`config.mk`:
```
export PLATFORM = sky130hd
export DESIGN_NAME = grayscale_controller
export DESIGN_NICKNAME = d
export VERILOG_FILES = /design/src/rtl/grayscale_controller.sv
export SDC_FILE = /design/constraint.sdc
export NUM_CORES = 1
export LEC_CHECK = 0
export ABC_AREA = 1
export CORE_ASPECT_RATIO = 1.25
export CORE_MARGIN = 2
export CORE_UTILIZATION = 30
export DETAILED_ROUTE_END_ITERATION = 10
export GPL_ROUTABILITY_DRIVEN = 0
export REMOVE_ABC_BUFFERS = 1
export SETUP_SLACK_MARGIN = 0.05
export SLEW_MARGIN = 20
export SYNTH_ARGS = -nofsm -noshare
export SYNTH_HDL_FRONTEND = slang
export SYNTH_SLANG_ARGS = --single-unit
```
`constraint.sdc`:
```
create_clock -name I_CLK -period 4.79 [get_ports I_CLK]
set_input_delay 0.958 -clock I_CLK [delete_from_list [all_inputs] [get_ports I_CLK]]
set_output_delay 0.958 -clock I_CLK [all_outputs]
set_load 0.01 [all_outputs]
```
`src/rtl/grayscale_controller.sv`:
```
// Frame sequencer for a handshaked grayscale converter: accepts RGB pixels upstream,
// pulses the converter, waits (with timeout) for its result and forwards it downstream.
module grayscale_controller #(
    parameter int P_PIXEL_DEPTH = 24,
    parameter int P_WIDTH       = 640,
    parameter int P_HEIGHT      = 480,
    parameter int P_TIMEOUT     = 15
) (
    input  logic                         I_CLK,
    input  logic                         I_RESET,
    input  logic                         I_START,
    input  logic                         I_PIXEL_VALID,
    input  logic [P_PIXEL_DEPTH-1:0]     I_PIXEL,
    output logic                         O_PIXEL_READY,
    output logic                         O_GS_ENABLE,
    output logic [P_PIXEL_DEPTH-1:0]     O_GS_PIXEL,
    input  logic [P_PIXEL_DEPTH-1:0]     I_GS_PIXEL,
    input  logic                         I_GS_DONE,
    output logic                         O_PIXEL_VALID,
    output logic [P_PIXEL_DEPTH-1:0]     O_PIXEL,
    input  logic                         I_PIXEL_READY,
    output logic [$clog2(P_WIDTH)-1:0]   O_COL,
    output logic [$clog2(P_HEIGHT)-1:0]  O_ROW,
    output logic                         O_BUSY,
    output logic                         O_FRAME_DONE,
    output logic                         O_ERROR
);

    localparam int CW = $clog2(P_WIDTH);
    localparam int RW = $clog2(P_HEIGHT);
    localparam int TW = $clog2(P_TIMEOUT + 1);
    localparam logic [CW-1:0] COL_LAST   = CW'(P_WIDTH - 1);
    localparam logic [RW-1:0] ROW_LAST   = RW'(P_HEIGHT - 1);
    localparam logic [TW-1:0] TIMER_LAST = TW'(P_TIMEOUT - 1);

    typedef enum logic [2:0] {
        S_IDLE      = 3'd0,
        S_ACCEPT    = 3'd1,
        S_CONVERT   = 3'd2,
        S_WAIT_DONE = 3'd3,
        S_EMIT      = 3'd4,
        S_FINISH    = 3'd5
    } state_t;

    state_t                   state_r, state_s;
    logic [P_PIXEL_DEPTH-1:0] gs_pixel_r, gs_pixel_s;
    logic [P_PIXEL_DEPTH-1:0] pixel_r, pixel_s;
    logic [CW-1:0]            col_r, col_s;
    logic [RW-1:0]            row_r, row_s;
    logic [TW-1:0]            timer_r, timer_s;
    logic                     error_r, error_s;
    logic                     ready_r, enable_r, valid_r, busy_r, frame_done_r;

    // Next-state, counter and datapath-register logic.
    always_comb begin
        state_s    = state_r;
        gs_pixel_s = gs_pixel_r;
        pixel_s    = pixel_r;
        col_s      = col_r;
        row_s      = row_r;
        timer_s    = timer_r;
        error_s    = error_r;
        case (state_r)
            S_IDLE: begin
                if (I_START) begin
                    state_s = S_ACCEPT;
                    col_s   = {CW{1'b0}};
                    row_s   = {RW{1'b0}};
                    error_s = 1'b0;
                end else begin
                    state_s = S_IDLE;
                end
            end
            S_ACCEPT: begin
                if (I_PIXEL_VALID) begin
                    gs_pixel_s = I_PIXEL;
                    state_s    = S_CONVERT;
                end else begin
                    state_s = S_ACCEPT;
                end
            end
            S_CONVERT: begin
                timer_s = {TW{1'b0}};
                state_s = S_WAIT_DONE;
            end
            S_WAIT_DONE: begin
                // DONE wins over an expiring timer on the same cycle.
                if (I_GS_DONE) begin
                    pixel_s = I_GS_PIXEL;
                    state_s = S_EMIT;
                end else if (timer_r == TIMER_LAST) begin
                    error_s = 1'b1;
                    state_s = S_IDLE;
                end else begin
                    timer_s = timer_r + TW'(1);
                end
            end
            S_EMIT: begin
                if (I_PIXEL_READY) begin
                    if ((row_r == ROW_LAST) && (col_r == COL_LAST)) begin
                        state_s = S_FINISH;
                    end else if (col_r == COL_LAST) begin
                        col_s   = {CW{1'b0}};
                        row_s   = row_r + RW'(1);
                        state_s = S_ACCEPT;
                    end else begin
                        col_s   = col_r + CW'(1);
                        state_s = S_ACCEPT;
                    end
                end else begin
                    state_s = S_EMIT;
                end
            end
            S_FINISH: begin
                col_s   = {CW{1'b0}};
                row_s   = {RW{1'b0}};
                state_s = S_IDLE;
            end
            default: begin
                state_s = S_IDLE;
            end
        endcase
    end

    // State and output registers; strobes are decoded from the next state so they
    // are registered yet aligned with the state they belong to.
    always_ff @(posedge I_CLK) begin
        if (I_RESET) begin
            state_r      <= S_IDLE;
            gs_pixel_r   <= {P_PIXEL_DEPTH{1'b0}};
            pixel_r      <= {P_PIXEL_DEPTH{1'b0}};
            col_r        <= {CW{1'b0}};
            row_r        <= {RW{1'b0}};
            timer_r      <= {TW{1'b0}};
            error_r      <= 1'b0;
            ready_r      <= 1'b0;
            enable_r     <= 1'b0;
            valid_r      <= 1'b0;
            busy_r       <= 1'b0;
            frame_done_r <= 1'b0;
        end else begin
            state_r      <= state_s;
            gs_pixel_r   <= gs_pixel_s;
            pixel_r      <= pixel_s;
            col_r        <= col_s;
            row_r        <= row_s;
            timer_r      <= timer_s;
            error_r      <= error_s;
            ready_r      <= (state_s == S_ACCEPT);
            enable_r     <= (state_s == S_CONVERT);
            valid_r      <= (state_s == S_EMIT);
            busy_r       <= (state_s != S_IDLE);
            frame_done_r <= (state_s == S_FINISH);
        end
    end

    assign O_PIXEL_READY = ready_r;
    assign O_GS_ENABLE   = enable_r;
    assign O_GS_PIXEL    = gs_pixel_r;
    assign O_PIXEL_VALID = valid_r;
    assign O_PIXEL       = pixel_r;
    assign O_COL         = col_r;
    assign O_ROW         = row_r;
    assign O_BUSY        = busy_r;
    assign O_FRAME_DONE  = frame_done_r;
    assign O_ERROR       = error_r;

endmodule

```
Word level (Yosys, flattened, before mapping)

Index checks and enable logic that the tools add are counted.

Input port bits: 54
Flip-flop bits (word level): 80
Word-level logic and storage cells: 70

Add/sub/neg operators: 3
Mux-type cells: 24
Reductions and logical operators: 12
Eq/ne operators: 19

Operator list:

| kind                                                | number |
|---|---|
| two-way mux 10 bit                                  | 4 |
| two-way mux 9 bit                                   | 4 |
| case mux 10 bit (3 select lines)                    | 1 |
| case mux 9 bit (3 select lines)                     | 1 |
| case mux 3 bit (5 select lines)                     | 1 |
| != test 2 bit, second input constant                | 7 |
| equality test 3 bit, second input constant          | 4 |
| two-way mux 3 bit                                   | 4 |
| adder 10 x 1 -> 10 bit, second input constant       | 1 |
| equality test 10 bit, second input constant         | 1 |
| adder 9 x 1 -> 9 bit, second input constant         | 1 |
| equality test 3 x 2 -> 1 bit, second input constant | 3 |
| equality test 9 bit, second input constant          | 1 |
| two-way mux 4 bit                                   | 2 |
| case mux 4 bit (2 select lines)                     | 1 |
| AND reduction 4 bit                                 | 2 |
| equality test 3 x 1 -> 1 bit, second input constant | 2 |
| nonzero test 3 bit                                  | 2 |
| AND reduction 5 bit                                 | 1 |
| adder 4 x 1 -> 4 bit, second input constant         | 1 |
| equality test 4 bit, second input constant          | 1 |
| two-way mux 1 bit                                   | 4 |
| AND reduction 2 bit                                 | 2 |
| nonzero test 2 bit                                  | 2 |
| 5 further kinds                                     | 5 |

Longest topological paths before layout

Word-level depth: 6
Gate-level depth with buffers: 11
Gate-level depth less buffers: 11

Least setup slack after synthesis

OpenSTA, ideal clock, no wires.

Path type: input -> register
Start: in I_PIXEL_VALID
End: reg gs_pixel_r[0] (netlist: O_GS_PIXEL[0])
Cell stages on the path: 6
Arrival time: 1.651 ns
Library setup time: 0.116 ns
Setup slack: 3.023 ns
Cell sequence: inv_1 nor3_4 inv_2 buf_2 nor2_1 nor2_1

Cells in the longest elaborated chain, start to end: 1

RTL lines:

| what                          | line | source |
|---|---|---|
| start, declared               | 12   | `input logic I_PIXEL_VALID,` |
| AND reduction 2 bit (no line) | n/a  |  |
| end signal, assigned          | 130  | `gs_pixel_r <= {P_PIXEL_DEPTH{1'b0}};` |
| end signal, assigned          | 143  | `gs_pixel_r <= gs_pixel_s;` |
| end, declared                 | 46   | `logic [P_PIXEL_DEPTH-1:0] gs_pixel_r, gs_pixel_s;` |

Every way passes these cells.
A chain may end at the register's enable or synchronous reset.

==> qor.txt <==
status: complete, no violations
clk_skew: 0.006154 ns
VDD IR max: 0.0001852 V
setup TNS: 0 ns
drt first pass iters: 5
sequential-to-total area share from yosys stat: 46.14%
I/O Pins: 127
Yosys top cell by area: dfxtp_1
Die Wd: 100.2 um
die area: 12,450 um2
Hold Path Class: register to register
total power: 1.673 mW
# nets final: 654
Initial Util: 31.02%
Synth Cell Area: 3471 um2
initial antenna violation count: 0
FF-to-FF setup slack: 2.70 ns
Clock Path Buffers: 2
share of the synthesized area in the top cell type: 46.14%
FP Rows: 43
ANT cells: 0
commonest non-fill, non-tap cell in the layout: nor2_1
total wire length: 9.366 mm
clock root cell: clkbuf_16
top cells by area, synth: dfxtp_1 (46%), nor2_1 (15%), o21ai_0 (7.5%), nand2_1 (7.1%), inv_1 (3.4%)
cts hold-fix bufs: 0
Worst Slack Setup Final: 2.052 ns
DP Area: 4835 um2
CTS clk-pin slew, worst paths: 0.06 ns
critical path fanouts, max: 53
WP data required: 5.04 ns
initial DRC count: 151
Syn Area/Cell: 7.307 um2
Slew headroom: 44.10%
clock buffer count from CTS: 9
fmax: 365.2 MHz
Post-CTS Resized: 0
area delta synth->final: 47.22%
clock insertion delay at the later pin of the skew report: 0.34 ns
grt total ovfl: 0
Slew Limit Fails: 0
Via Count: 3,441
fin crit period: 2.738 ns
endpoints failing setup: 0
share of layout cells above drive strength 1: 7.155%
count of different cell masters after synthesis: 31
post-synthesis register bit count: 80
height of the die: 124.3 um
average routed wire per standard cell: 12.73 um
pre-CTS setup slack: 1.686 ns
Via-to-Cell Ratio: 4.675
top_reg_cell synth: dfxtp_1
Final Hold Viols: 0
Pwr per Cell Area: 327.4 nW/um2
GRT Overall Usage: 15.16%
Max H-tree Level: 3
vias in the first global route: 3,275
I/O Buffers: 126
Static Leak: 2.102 nW
largest net degree at the start of global routing: 54
warnings from Yosys: 0
CTS sink count: 80
Post-CTS Setup Bufs: 0
FFs w/ async S/R, synth: 0%
Post-Synthesis Cells: 475
CTS tree: yes
global-route wire length before repair: 15.28 mm
post-route ant nets: 0
post-route clock period utilization: 57.17%
Core Box Area: 11,190 um2
EDFF count, synth: 0
DRC: 0
Slew @ Worst Pin: 0.8358 ns
CP arrival: 2.99 ns
most frequent cells in the layout: nor2_1 (136), clkdlybuf4s50_1 (126), dfxtp_1 (80)
crit path kind: input port to register
Setup crit end kind: register
crit path launch type: input port
RSZ-0062 raised after global routing: false
design area: 5110 um2
max_cap viols: 0
HPWL Detailed: 6.555 mm
[metrics by stage]
step,util [%],std cells,hold slack (ns)
final,45.66,736,0.5107
after global routing,45.66,736,0.5364
after CTS,45.66,736,0.5149
after detailed placement,43.20,720,0.5007
after global placement,43.20,720,0.4919
after floorplan,-,458,0.4824
[logic make-up after synthesis]
family          Yosys count  synth area share (%)
simple gates            262                 34.25
fa+ha+maj                 4                 1.442
flops                    80                 46.14
compound gates           70                 10.49
xor+xnor                  6                 1.514
buf+inv                  53                 6.164
[layer usage]
layer | global-route usage, % | up-vias | routed length (um)
li1 | - | 1761 | -
met1 | 18.91 | 1553 | 3879
met2 | 24.08 | 115 | 4638
met3 | 4.658 | 12 | 714
met4 | 6.285 | 0 | 134
met5 | 0 | - | 0
[cells in the mapped netlist (all sizes together), types with 2 or more instances]
master and count:
xor2 3, ha 4, nand2 75, nor2 144, o21ai 53, dfxtp 80, inv 36, nand3 22
nor3 8, nand4 11, o21bai 2, a21oi 14, xnor2 3, clkbuf 13, buf 4
[power by group]
part	switching (mW)	internal, mW
combinational	0.162	0.147
clock	0.268	0.364
sequential	0.0246	0.707
total	0.454	1.22
[final timing paths]
path	start	endpoint	cells past startpoint
worst max-delay path	I_RESET	timer_r[3]$_SDFFE_PP0P_	5
worst min register to register	O_GS_PIXEL[14]$_SDFFE_PP0P_	O_GS_PIXEL[14]$_SDFFE_PP0P_	2
worst min-delay path	O_GS_PIXEL[14]$_SDFFE_PP0P_	O_GS_PIXEL[14]$_SDFFE_PP0P_	2
worst max register to register	state_r[0]$_SDFF_PP0_	O_GS_PIXEL[2]$_SDFFE_PP0P_	7
[state kept, by name, indices dropped and copies added, names as in the netlist]
signal and cells:
timer_r 4, O_COL 10, O_GS_PIXEL 24, O_PIXEL_READY 1
O_ROW 9, O_BUSY 1, O_PIXEL_VALID 1, O_ERROR 1
O_GS_ENABLE 1, O_FRAME_DONE 1, state_r 3, O_PIXEL 24
[area by class of cell]
class	instances	area, um2
clock buffer	11	242.7
inverter	36	140.1
timing repair buffer	127	1269
multi-input combinational	342	1655
tap	135	168.9
clock inverter	5	32.53
fill	1108	6081
sequential	80	1602
[critical path, stage by stage]
cell	delay, ns
clkdlybuf4s50_1	0.82
inv_1	0.40
buf_4	0.45
nand2_1	0.13
nor3b_1	0.20
Note: power is estimated with default switching activity, not from simulation.
